$ cat config.mk
export PLATFORM = sky130hd
export DESIGN_NAME = audio_adc_deserializer
export DESIGN_NICKNAME = d
export VERILOG_FILES = /design/src/rtl/audio_rx_pkg.sv /design/src/rtl/sync_edge_detect.sv /design/src/rtl/audio_adc_deserializer.sv
export SDC_FILE = /design/constraint.sdc
export NUM_CORES = 1
export LEC_CHECK = 0
export CORE_MARGIN = 4
export CORE_UTILIZATION = 54
export CTS_BUF_LIST = sky130_fd_sc_hd__clkbuf_8
export DETAILED_ROUTE_END_ITERATION = 12
export PLACE_DENSITY_LB_ADDON = 0.25
export SLEW_MARGIN = 20
export SYNTH_ARGS = -nofsm -noshare
export SYNTH_HDL_FRONTEND = slang
export SYNTH_HIERARCHICAL = 1
export SYNTH_SLANG_ARGS = --single-unit
$ cat constraint.sdc
create_clock -name clk_clk -period 3.09 [get_ports clk_clk]
set_clock_uncertainty 0.1 [all_clocks]
set_input_delay 0.618 -clock clk_clk [delete_from_list [all_inputs] [get_ports clk_clk]]
set_output_delay 0.618 -clock clk_clk [all_outputs]
set_load 0.05 [all_outputs]
$ cat src/rtl/audio_rx_pkg.sv
// Shared definitions for the I2S ADC receive path: default widths and capture FSM states.
package audio_rx_pkg;

    localparam int unsigned DATA_W_DEFAULT      = 16;
    localparam int unsigned SYNC_STAGES_DEFAULT = 2;

    typedef enum logic [1:0] {
        IDLE  = 2'd0,
        SKIP  = 2'd1,
        SHIFT = 2'd2,
        HOLD  = 2'd3
    } rx_state_t;

endpackage

$ cat src/rtl/sync_edge_detect.sv
// Multi-flop synchronizer for an asynchronous level, with rise and change strobes
// derived from the synchronized value (one clk cycle wide).
module sync_edge_detect #(
    parameter int STAGES = 2
) (
    input  logic clk,
    input  logic reset_n,
    input  logic din,
    output logic sync,
    output logic rise,
    output logic change
);

    logic [STAGES-1:0] chain;
    logic              prev;

    always_ff @(posedge clk) begin
        if (!reset_n) begin
            chain <= '0;
            prev  <= 1'b0;
        end else begin
            chain <= (chain << 1) | STAGES'(din);
            prev  <= chain[STAGES-1];
        end
    end

    assign sync   = chain[STAGES-1];
    assign rise   = sync & ~prev;
    assign change = sync ^ prev;

endmodule

$ cat src/rtl/audio_adc_deserializer.sv
// I2S codec ADC receiver: captures frame-aligned left/right words and presents them
// as stereo pairs through a one-deep output register with sticky overrun.
module audio_adc_deserializer
    import audio_rx_pkg::*;
#(
    parameter int DATA_W      = DATA_W_DEFAULT,
    parameter int SYNC_STAGES = SYNC_STAGES_DEFAULT
) (
    input  logic              clk_clk,
    input  logic              reset_reset_n,
    input  logic              adc_bclk,
    input  logic              adc_lrck,
    input  logic              adc_dat,
    output logic [DATA_W-1:0] sample_left,
    output logic [DATA_W-1:0] sample_right,
    output logic              sample_valid,
    input  logic              sample_ready,
    output logic              overrun,
    input  logic              overrun_clr
);

    localparam int CNT_W = $clog2(DATA_W + 1);

    logic bclk_sync, bclk_rise, bclk_change;
    logic lrck_s, lrck_rise, lrck_change;
    logic [SYNC_STAGES-1:0] dat_chain;
    logic dat_s;
    logic unused;

    sync_edge_detect #(.STAGES(SYNC_STAGES)) u_bclk_sync (
        .clk     (clk_clk),
        .reset_n (reset_reset_n),
        .din     (adc_bclk),
        .sync    (bclk_sync),
        .rise    (bclk_rise),
        .change  (bclk_change)
    );

    sync_edge_detect #(.STAGES(SYNC_STAGES)) u_lrck_sync (
        .clk     (clk_clk),
        .reset_n (reset_reset_n),
        .din     (adc_lrck),
        .sync    (lrck_s),
        .rise    (lrck_rise),
        .change  (lrck_change)
    );

    assign unused = ^{bclk_sync, bclk_change, lrck_rise, lrck_change};

    always_ff @(posedge clk_clk) begin
        if (!reset_reset_n) begin
            dat_chain <= '0;
        end else begin
            dat_chain <= (dat_chain << 1) | SYNC_STAGES'(adc_dat);
        end
    end

    assign dat_s = dat_chain[SYNC_STAGES-1];

    rx_state_t         state, state_next;
    logic              lrck_prev;
    logic              chan_start;
    logic [CNT_W-1:0]  cnt;
    logic [DATA_W-1:0] shreg;
    logic [DATA_W-1:0] shift_next;
    logic [CNT_W-1:0]  pad_shift;
    logic              chan;
    logic              last_bit;
    logic              start_word, shift_bit, finish_full, finish_short;
    logic              word_done, word_right;
    logic [DATA_W-1:0] word_data;
    logic [DATA_W-1:0] left_stage;
    logic              commit, accept;

    // A channel starts on the first bclk rise that sees a new lrck level;
    // that rise is the I2S delay slot, so the MSB arrives on the following one.
    assign chan_start = bclk_rise && (lrck_s != lrck_prev);
    assign last_bit   = (cnt == CNT_W'(DATA_W - 1));
    assign shift_next = {shreg[DATA_W-2:0], dat_s};
    assign pad_shift  = CNT_W'(DATA_W) - cnt;

    always_ff @(posedge clk_clk) begin
        if (!reset_reset_n) begin
            state <= IDLE;
        end else begin
            state <= state_next;
        end
    end

    always_comb begin
        state_next = state;
        case (state)
            IDLE: begin
                if (chan_start && !lrck_s) state_next = SKIP;
            end
            SKIP: begin
                if (chan_start)     state_next = SKIP;
                else if (bclk_rise) state_next = last_bit ? HOLD : SHIFT;
            end
            SHIFT: begin
                if (chan_start)                 state_next = SKIP;
                else if (bclk_rise && last_bit) state_next = HOLD;
            end
            HOLD: begin
                if (chan_start) state_next = SKIP;
            end
            default: state_next = IDLE;
        endcase
    end

    always_comb begin
        start_word   = 1'b0;
        shift_bit    = 1'b0;
        finish_short = 1'b0;
        case (state)
            IDLE:  start_word = chan_start && !lrck_s;
            SKIP: begin
                start_word = chan_start;
                shift_bit  = bclk_rise && !chan_start;
            end
            SHIFT: begin
                start_word   = chan_start;
                finish_short = chan_start;
                shift_bit    = bclk_rise && !chan_start;
            end
            HOLD:  start_word = chan_start;
            default: start_word = 1'b0;
        endcase
        finish_full = shift_bit && last_bit;
    end

    always_ff @(posedge clk_clk) begin
        if (!reset_reset_n) begin
            lrck_prev  <= 1'b0;
            cnt        <= '0;
            shreg      <= '0;
            chan       <= 1'b0;
            word_done  <= 1'b0;
            word_right <= 1'b0;
            word_data  <= '0;
            left_stage <= '0;
        end else begin
            if (bclk_rise) lrck_prev <= lrck_s;

            word_done <= finish_full || finish_short;
            if (finish_full || finish_short) begin
                word_right <= chan;
                // A short word is left-justified so the missing LSBs read as zero.
                word_data  <= finish_full ? shift_next : (shreg << pad_shift);
            end

            if (start_word) begin
                shreg <= '0;
                cnt   <= '0;
                chan  <= lrck_s;
            end else if (shift_bit) begin
                shreg <= shift_next;
                cnt   <= cnt + CNT_W'(1);
            end

            if (word_done && !word_right) left_stage <= word_data;
        end
    end

    assign commit = word_done && word_right;
    assign accept = sample_valid && sample_ready;

    always_ff @(posedge clk_clk) begin
        if (!reset_reset_n) begin
            sample_left  <= '0;
            sample_right <= '0;
            sample_valid <= 1'b0;
            overrun      <= 1'b0;
        end else begin
            if (commit && (!sample_valid || sample_ready)) begin
                sample_left  <= left_stage;
                sample_right <= word_data;
                sample_valid <= 1'b1;
            end else if (accept) begin
                sample_valid <= 1'b0;
            end

            if (commit && sample_valid && !sample_ready) overrun <= 1'b1;
            else if (overrun_clr)                        overrun <= 1'b0;
        end
    end

endmodule

==> run_results.csv, run 1 <==
group,metric,value,unit
clocking,post_cts_resized,0,
global_route,grt_pass1_vias,3369,
clocking,cts_tree,"done",
routing,drc_errors,0,
global_route,met2_usage,0.310,
timing,rsz0062_at_grt,"no",
flow_run,maxCapViolCount,0,
layout,final_cell_area,5320,sq um
routing,ant_nets,0,
place,dpl.hpwl,6830,um
timing,fin_setup_tns,0,ns
clocking,cts_setup_buffers,0,
floorplan,dieHeight,101,um
routing,dr.pass1.iters,4,
critical_path,rr_worst_depth,7,
synthesis,syn_avg_cell_area,8.97,sq um
timing,fin_crit,2.61,ns
global_route,grt_use_met3,0.0248,
global_route,grtUsageMet1,0.278,
pwr,ir_drop,0.256,mV
place,post-place-cells,646,
pwr,seq_power_share,0.589,
floorplan,fp.coreArea,8340,sq um
clocking,clk_latency,0.37,ns
pwr,p_total,2.21,mW
status,status,"complete, no violations",
clocking,cts_num_sinks,100,
routing,vias,3652,
clocking,clkTransAtPathRegs,0.11,ns
clocking,cts.hold.buffers_added,0,
routing,wl_per_cell,14.5,um
global_route,grt_usage,0.196,
critical_path,crit_path_start_kind,"register",
timing,hold_viol,0,
layout,diodes,0,
critical_path,max_stage_delay,0.55,ns
critical_path,crit_family,"multiplexers",
timing,timing.final.max_slew_violations,0,
critical_path,crit_path_end_kind,"register",
layout,final_core_util,0.638,
layout,fin_cells,662,
place,dpl-instance-area,5120,sq um
global_route,top_usage_layer,"met2",
pwr,switching_power,0.540,mW
clocking,h-tree-depth,3,
clocking,cts_root_buffer,"clkbuf_8",
critical_path,crit_arrival,2.78,ns
layout,multiInputGateArea,2450,sq um
clocking,clk_path_buf_depth,2,
floorplan,start_util,0.564,
timing,fmax,0.383,GHz
synthesis,netlist_instances,524,
pwr,leakage,1.81,nW
critical_path,path_depth,7,
routing,vias_per_cell,5.52,
timing,min_period_over_period,0.844,
routing,first_iter_violations,178,
synthesis,synth_fp_nets,539,
clocking,cts_buffers,9,
critical_path,r2r_start,"cnt[1]",
layout,syn2layout_area_growth,13.1,%
worst_hold_path,whs_path_depth,1,
critical_path,cp_num_buf_inv,2,
floorplan,rows,33,
pwr,combPwrFrac,0.039,
pwr,p_sw_frac,0.245,
critical_path,crit_start,"cnt[1]",
worst_hold_path,holdCritPathClass,"reg2reg",
timing,relSlewSlack,0.538,
critical_path,cp_slowest_cell,"mux4_1",
synthesis,synthesis.area,4700,sq um
global_route,grt_pass1_wl,16400,um
floorplan,die_x,101,um
global_route,antenna_found_initial,0,
layout,drive_above_1_share,0.0952,
global_route,grt_max_degree,44,
worst_hold_path,min_from,"u_bclk_sync/chain[0]",
timing,tightestPinTransition,0.691,ns
critical_path,crit_required,3.26,ns
layout,regArea,2000,sq um
timing,setup_viol,0,
global_route,grt_overflow_total,0,
floorplan,io_pins,41,
pwr,p_int,1.66,mW
critical_path,crit_chain,"inv_1 > ha_1 > buf_4 > mux4_1 > mux4_2 > a221oi_2 > nor2_1",
routing,wl,9630,um
floorplan,dieArea,10300,sq um
place,io_buffers,40,
pwr,p_per_area,415,nW/um^2
layout,fillers,766,
synthesis,synth_warnings,6,
critical_path,critPathKind,"reg2reg",
critical_path,worst-path-max-fanout,9,
place,routabilityCongestion,0.861,
layout,final_nets,567,
pwr,clock_power_share,0.372,
cell usage in the layout, fill, tap and decap left out, drive strengths merged, types with 11 or more instances in the layout:
cell type / count
a21boi: 53
a21oi: 24
a22o: 14
buf: 15
clkdlybuf4s50: 39
dfxtp: 100
inv: 13
mux2i: 14
mux4: 13
nand2: 152
nor2: 11
o21ai: 15
final timing paths:
path / to / slack, ns
setup reg to reg: word_data[14] / 0.48
setup / recovery: word_data[14] / 0.48
hold reg to reg: u_bclk_sync/chain[1] / 0.35
hold / removal: u_bclk_sync/chain[1] / 0.35
flip-flops by register name, indices dropped and copies added, names as in the netlist, 5 cells and up:
| name | count |
|---|---|
| sample_right | 16 |
| shreg | 16 |
| word_data | 16 |
| cnt | 5 |
| sample_left | 16 |
| left_stage | 16 |
through the flow:
stage | setup slack (ns) | hold slack (ns)
after global routing | 0.357 | 0.383
after floorplan | 0.539 | 0.312
final | 0.481 | 0.351
after CTS | 0.482 | 0.359
after global placement | 0.554 | 0.322
after detailed placement | 0.490 | 0.328
routing by layer:
metal	share of wire	vias up
met5	0	-
met4	0.0096	0
met3	0.041	8
met2	0.46	67
met1	0.49	1720
li1	-	1857
power groups by stage:
| stage | logic (mW) | registers, mW | clock network (mW) |
|---|---|---|---|
| 2_1_floorplan | 0.0682 | 1.33 | 0 |
| 3_3_place_gp | 0.0842 | 1.33 | 0 |
| 3_5_place_dp | 0.0859 | 1.33 | 0 |
| 4_1_cts | 0.0864 | 1.30 | 0.836 |
| 5_1_grt | 0.0956 | 1.30 | 0.891 |
| 6_report | 0.0862 | 1.30 | 0.819 |
area by class of cell:
type	instances	area share
Timing Repair Buffer	54	0.0941
Sequential cell	100	0.376
Clock buffer	10	0.0259
Multi-Input combinational cell	376	0.460
Inverter	11	0.00776
Tap cell	105	0.0247
Clock inverter	6	0.0108
No activity file was read; power rests on OpenSTA's default activity.
==> inputs of run 2 (changes only) <==
clock period = 2.1 ns   (was 3.09 ns; I/O delays follow)
==> run 2 against run 1 <==
The flow now finishes with violations (setup timing). Critical path type unchanged. Cell count grew 5.4%. Non-clock buffer count up 36. Largest cell class unchanged. Maximum frequency up 18%.
==> run_results.csv, run 2 (synthesis results as in run 1) <==
group,metric,value,unit
layout,drive_above_1_share,0.179,
clocking,clkTransAtPathRegs,0.11,ns
clocking,cts_num_sinks,100,
place,dpl-instance-area,5420,sq um
floorplan,die_x,101,um
clocking,h-tree-depth,3,
critical_path,crit_chain,"buf_4 > or4_4 > nand2_4 > mux4_2 > a221oi_2 > nor2_1",
worst_hold_path,min_from,"u_lrck_sync/chain[0]",
critical_path,crit_family,"simple AND/OR/NAND/NOR gates",
place,routabilityCongestion,0.888,
layout,diodes,0,
timing,setup_viol,3,
timing,hold_slack,0.349,ns
critical_path,crit_path_start_kind,"register",
global_route,antenna_found_initial,0,
routing,wl,10400,um
timing,min_period_over_period,1.05,
timing,fin_crit,2.21,ns
flow_run,maxCapViolCount,0,
pwr,p_sw_frac,0.254,
clocking,cts_root_buffer,"clkbuf_8",
critical_path,crit_arrival,2.38,ns
layout,final_cell_area,5770,sq um
pwr,seq_power_share,0.583,
layout,syn2layout_area_growth,22.7,%
global_route,grt_overflow_total,0,
clocking,cts_tree,"done",
timing,fin_setup_tns,-0.226,ns
timing,timing.final.max_slew_violations,0,
routing,wl_per_cell,14.9,um
floorplan,start_util,0.564,
floorplan,fp.coreArea,8340,sq um
status,status,"finished with violations",
place,place_ws,-0.189,ns
floorplan,dieHeight,101,um
routing,vias_per_cell,5.45,
timing,fmax,0.452,GHz
place,post-place-cells,678,
timing,setup_slack,-0.113,ns
routing,first_iter_violations,209,
routing,drc_errors,0,
pwr,p_int,2.44,mW
critical_path,max_stage_delay,0.53,ns
timing,hold_viol,0,
clocking,cts_buffers,9,
critical_path,r2r_start,"cnt[0]",
critical_path,cp_slowest_cell,"or4_4",
status,violations,"setup timing",
clocking,clk_path_buf_depth,2,
global_route,grt_max_degree,34,
layout,mostFrequentLayoutCells,"nand2_1 (151), dfxtp_1 (98), a21boi_0 (53), buf_4 (45), clkdlybuf4s50_1 (28)",
routing,vias,3801,
clocking,clk_latency,0.37,ns
worst_hold_path,holdCritPathClass,"reg2reg",
layout,final_common_cell,"nand2_1",
place,io_buffers,40,
critical_path,crit_required,2.27,ns
routing,ant_nets,0,
floorplan,io_pins,41,
clocking,cts.hold.buffers_added,0,
layout,final_nets,603,
critical_path,crit_start,"cnt[0]",
critical_path,critPathKind,"reg2reg",
pwr,p_per_area,568,nW/um^2
critical_path,crit_path_end_kind,"register",
pwr,ir_drop,0.299,mV
pwr,switching_power,0.830,mW
floorplan,rows,33,
place,dpl.hpwl,7420,um
pwr,leakage,2.21,nW
global_route,grt_pass1_wl,17300,um
global_route,grt_usage,0.209,
timing,tightestPinTransition,0.594,ns
timing,relSlewSlack,0.604,
timing,rsz0062_at_grt,"yes",
pwr,combPwrFrac,0.048,
layout,fin_cells,698,
global_route,grt_pass1_vias,3573,
critical_path,worst-path-max-fanout,4,
routing,dr.pass1.iters,4,
pwr,clock_power_share,0.369,
floorplan,dieArea,10300,sq um
critical_path,cp_num_buf_inv,1,
[run 2: metal layers]
metal	GRT usage	part of all wire
met5	0	0
met4	0.0481	0.0094
met3	0.0448	0.036
met2	0.339	0.47
met1	0.289	0.49
[run 2: cell type report]
class	count	area [sq um]
Sequential cell	100	2010
Multi-Input combinational cell	376	2540
Timing Repair Buffer	90	847
Fill cell	698	2570
Inverter	11	43.8
Clock inverter	7	72.6
Tap cell	105	131
Clock buffer	9	124
[run 2: worst register-to-register path: stages (launching register included)]
cell	delay, ns
dfxtp_4	0.38
buf_4	0.15
or4_4	0.53
nand2_4	0.13
mux4_2	0.52
a221oi_2	0.25
nor2_1	0.07
[run 2: what timing repair did]
| item | CTS | global route |
|---|---|---|
| setup buffers | 3 | 1 |
| endpoints found under the setup margin | 10 | 29 |
| gates resized for setup | 9 | 23 |
| pin swaps | 3 | 3 |
[run 2: worst paths after layout]
path / to / depth (start not counted) / slack [ns]
min: u_lrck_sync/chain[1] / 1 / 0.35
min reg2reg: u_lrck_sync/chain[1] / 1 / 0.35
max reg2reg: word_data[14] / 6 / -0.11
max: word_data[14] / 6 / -0.11
[run 2: power by group through the flow]
stage / Sequential (mW) / Combinational, mW / Clock [mW]
after floorplan: 1.95 / 0.102 / 0
after global routing: 1.91 / 0.172 / 1.32
final: 1.91 / 0.157 / 1.21
after CTS: 1.91 / 0.149 / 1.23
after detailed placement: 1.96 / 0.146 / 0
after global placement: 1.95 / 0.142 / 0
[run 2: metrics by stage]
| stage | util | power, mW |
|---|---|---|
| global route | 0.692 | 3.40 |
| global placement | 0.650 | 2.10 |
| CTS | 0.681 | 3.29 |
| finish | 0.692 | 3.27 |
| floorplan | - | 2.06 |
| detailed placement | 0.650 | 2.10 |
==> inputs of run 3 (changes only) <==
CELL_PAD_IN_SITES_DETAIL_PLACEMENT = 1   (was not set)
CELL_PAD_IN_SITES_GLOBAL_PLACEMENT = 1   (was not set)
CORE_UTILIZATION = 41   (was 54)
PLACE_DENSITY_LB_ADDON = 0.12   (was 0.25)
==> run 3 against run 2 <==
The flow still finishes with violations (setup timing). First-iteration DRC count is 41% lower. Routed wire length is 24% higher. Worst hold slack lost 0.054 ns. Combinational power up 9.6%. Count of clock-buffer cells in the layout rose by 3. Global-route usage fell by 1.4 points. Via count rose by 4.3%. Die area rose by 29%. Non-clock buffer count rose by 9. Critical path type unchanged. Largest power group unchanged.
==> run_results.csv, run 3 (synthesis results as in run 1) <==
group,metric,value,unit
floorplan,rows,38,
place,place_ws,-0.197,ns
clocking,cts_tree,"done",
critical_path,worst-path-max-fanout,6,
critical_path,max_stage_delay,0.47,ns
clocking,clkTransAtPathRegs,0.10,ns
critical_path,crit_path_start_kind,"register",
pwr,seq_power_share,0.556,
clocking,h-tree-depth,3,
routing,wl,12900,um
layout,final_common_cell,"nand2_1",
layout,drive_above_1_share,0.209,
status,status,"finished with violations",
timing,relSlewSlack,0.591,
clocking,clk_latency,0.38,ns
critical_path,crit_family,"multiplexers",
clocking,clk_path_buf_depth,2,
routing,first_iter_violations,124,
floorplan,fp.coreArea,11000,sq um
pwr,leakage,2.38,nW
timing,hold_slack,0.296,ns
global_route,top_usage_layer,"met2",
routing,dr.pass1.iters,4,
layout,syn2layout_area_growth,29.6,%
timing,timing.final.max_slew_violations,0,
place,io_buffers,40,
critical_path,crit_required,2.28,ns
clocking,cts_root_buffer,"clkbuf_8",
global_route,grt_overflow_total,0,
clocking,cts_buffers,9,
timing,fin_crit,2.25,ns
pwr,p_per_area,563,nW/um^2
global_route,grt_use_met3,0.0389,
timing,tightestPinTransition,0.613,ns
global_route,antenna_found_initial,0,
routing,wl_per_cell,17.3,um
pwr,p_total,3.43,mW
critical_path,cp_num_buf_inv,2,
global_route,met2_usage,0.324,
timing,min_period_over_period,1.07,
layout,multiInputGateArea,2660,sq um
flow_run,maxCapViolCount,0,
pwr,p_sw_frac,0.231,
clocking,cts_num_sinks,100,
floorplan,dieArea,13200,sq um
global_route,grt_pass1_wl,20600,um
global_route,grt_pass1_vias,4059,
pwr,switching_power,0.793,mW
critical_path,critPathKind,"reg2reg",
place,post-place-cells,713,
pwr,clock_power_share,0.394,
worst_hold_path,holdCritPathClass,"in2reg",
timing,hold_viol,0,
critical_path,crit_path_end_kind,"register",
pwr,p_int,2.64,mW
status,violations,"setup timing",
critical_path,crit_chain,"inv_4 > ha_4 > buf_12 > mux2i_4 > mux2i_2 > mux4_2 > a221oi_2 > nor2_1",
timing,rsz0062_at_grt,"yes",
floorplan,die_x,115,um
critical_path,crit_arrival,2.43,ns
timing,setup_slack,-0.148,ns
timing,setup_viol,7,
routing,vias,3964,
layout,mostFrequentLayoutCells,"nand2_1 (151), dfxtp_1 (97), a21boi_0 (53), buf_4 (44), a21oi_1 (24)",
global_route,grtUsageMet1,0.251,
floorplan,io_pins,41,
global_route,grt_usage,0.195,
layout,regArea,2010,sq um
routing,vias_per_cell,5.34,
place,routabilityCongestion,0.920,
global_route,grt_max_degree,41,
place,dpl.hpwl,8810,um
layout,fillers,1263,
floorplan,dieHeight,115,um
layout,final_nets,612,
timing,fmax,0.445,GHz
layout,diodes,0,
pwr,ir_drop,0.298,mV
floorplan,start_util,0.426,
layout,fin_cells,742,
routing,ant_nets,0,
critical_path,cp_slowest_cell,"mux4_2",
routing,drc_errors,0,
pwr,combPwrFrac,0.050,
## run 3: worst min-delay path: stages
cell	delay (ns)
buf_2	0.18
nand2_1	0.09
o21ai_1	0.05
## run 3: area by class of cell
| cell class | count | share of cell area |
|---|---|---|
| multi-input cells | 376 | 0.436 |
| repair buffers | 99 | 0.162 |
| well taps | 140 | 0.0287 |
| clock inverters | 4 | 0.00883 |
| flip-flops and latches | 100 | 0.330 |
| inverters | 11 | 0.00760 |
| clock buffers | 12 | 0.0271 |
## run 3: path summary, 6_finish.rpt
kind	start	to	slack, ns	depth (start not counted)
setup / recovery	cnt[0]	word_data[15]	-0.15	8
setup reg to reg	cnt[0]	word_data[15]	-0.15	8
hold reg to reg	u_lrck_sync/chain[0]	u_lrck_sync/chain[1]	0.35	1
hold / removal	reset_reset_n	state[0]	0.30	3
## run 3: what timing repair did
item	CTS	global route
buffers inserted	4	9
resized for setup	20	57
gates cloned	0	1
setup endpoints to repair	21	35
pin swaps	3	18
hold buffers	0	0
## run 3: layer usage
metal / share of wire / wire length, um
met4: 0.025 / 326
met2: 0.49 / 6300
met1: 0.45 / 5800
met5: 0 / 0
met3: 0.033 / 426
## run 3: through the flow
stage | utilization | area (sq um) | setup TNS, ns
after floorplan | - | 4730 | -0.368
after global placement | 0.498 | 5490 | -0.235
after detailed placement | 0.498 | 5490 | -0.929
after CTS | 0.524 | 5780 | -0.357
after global routing | 0.552 | 6090 | -1.41
final | 0.552 | 6090 | -0.475
## run 3: power by group through the flow
stage	registers [mW]	clock network [mW]	logic [mW]
floorplan	1.95	0	0.102
global placement	1.95	0	0.145
detailed placement	1.96	0	0.151
CTS	1.91	1.40	0.156
global route	1.91	1.48	0.188
finish	1.91	1.35	0.172
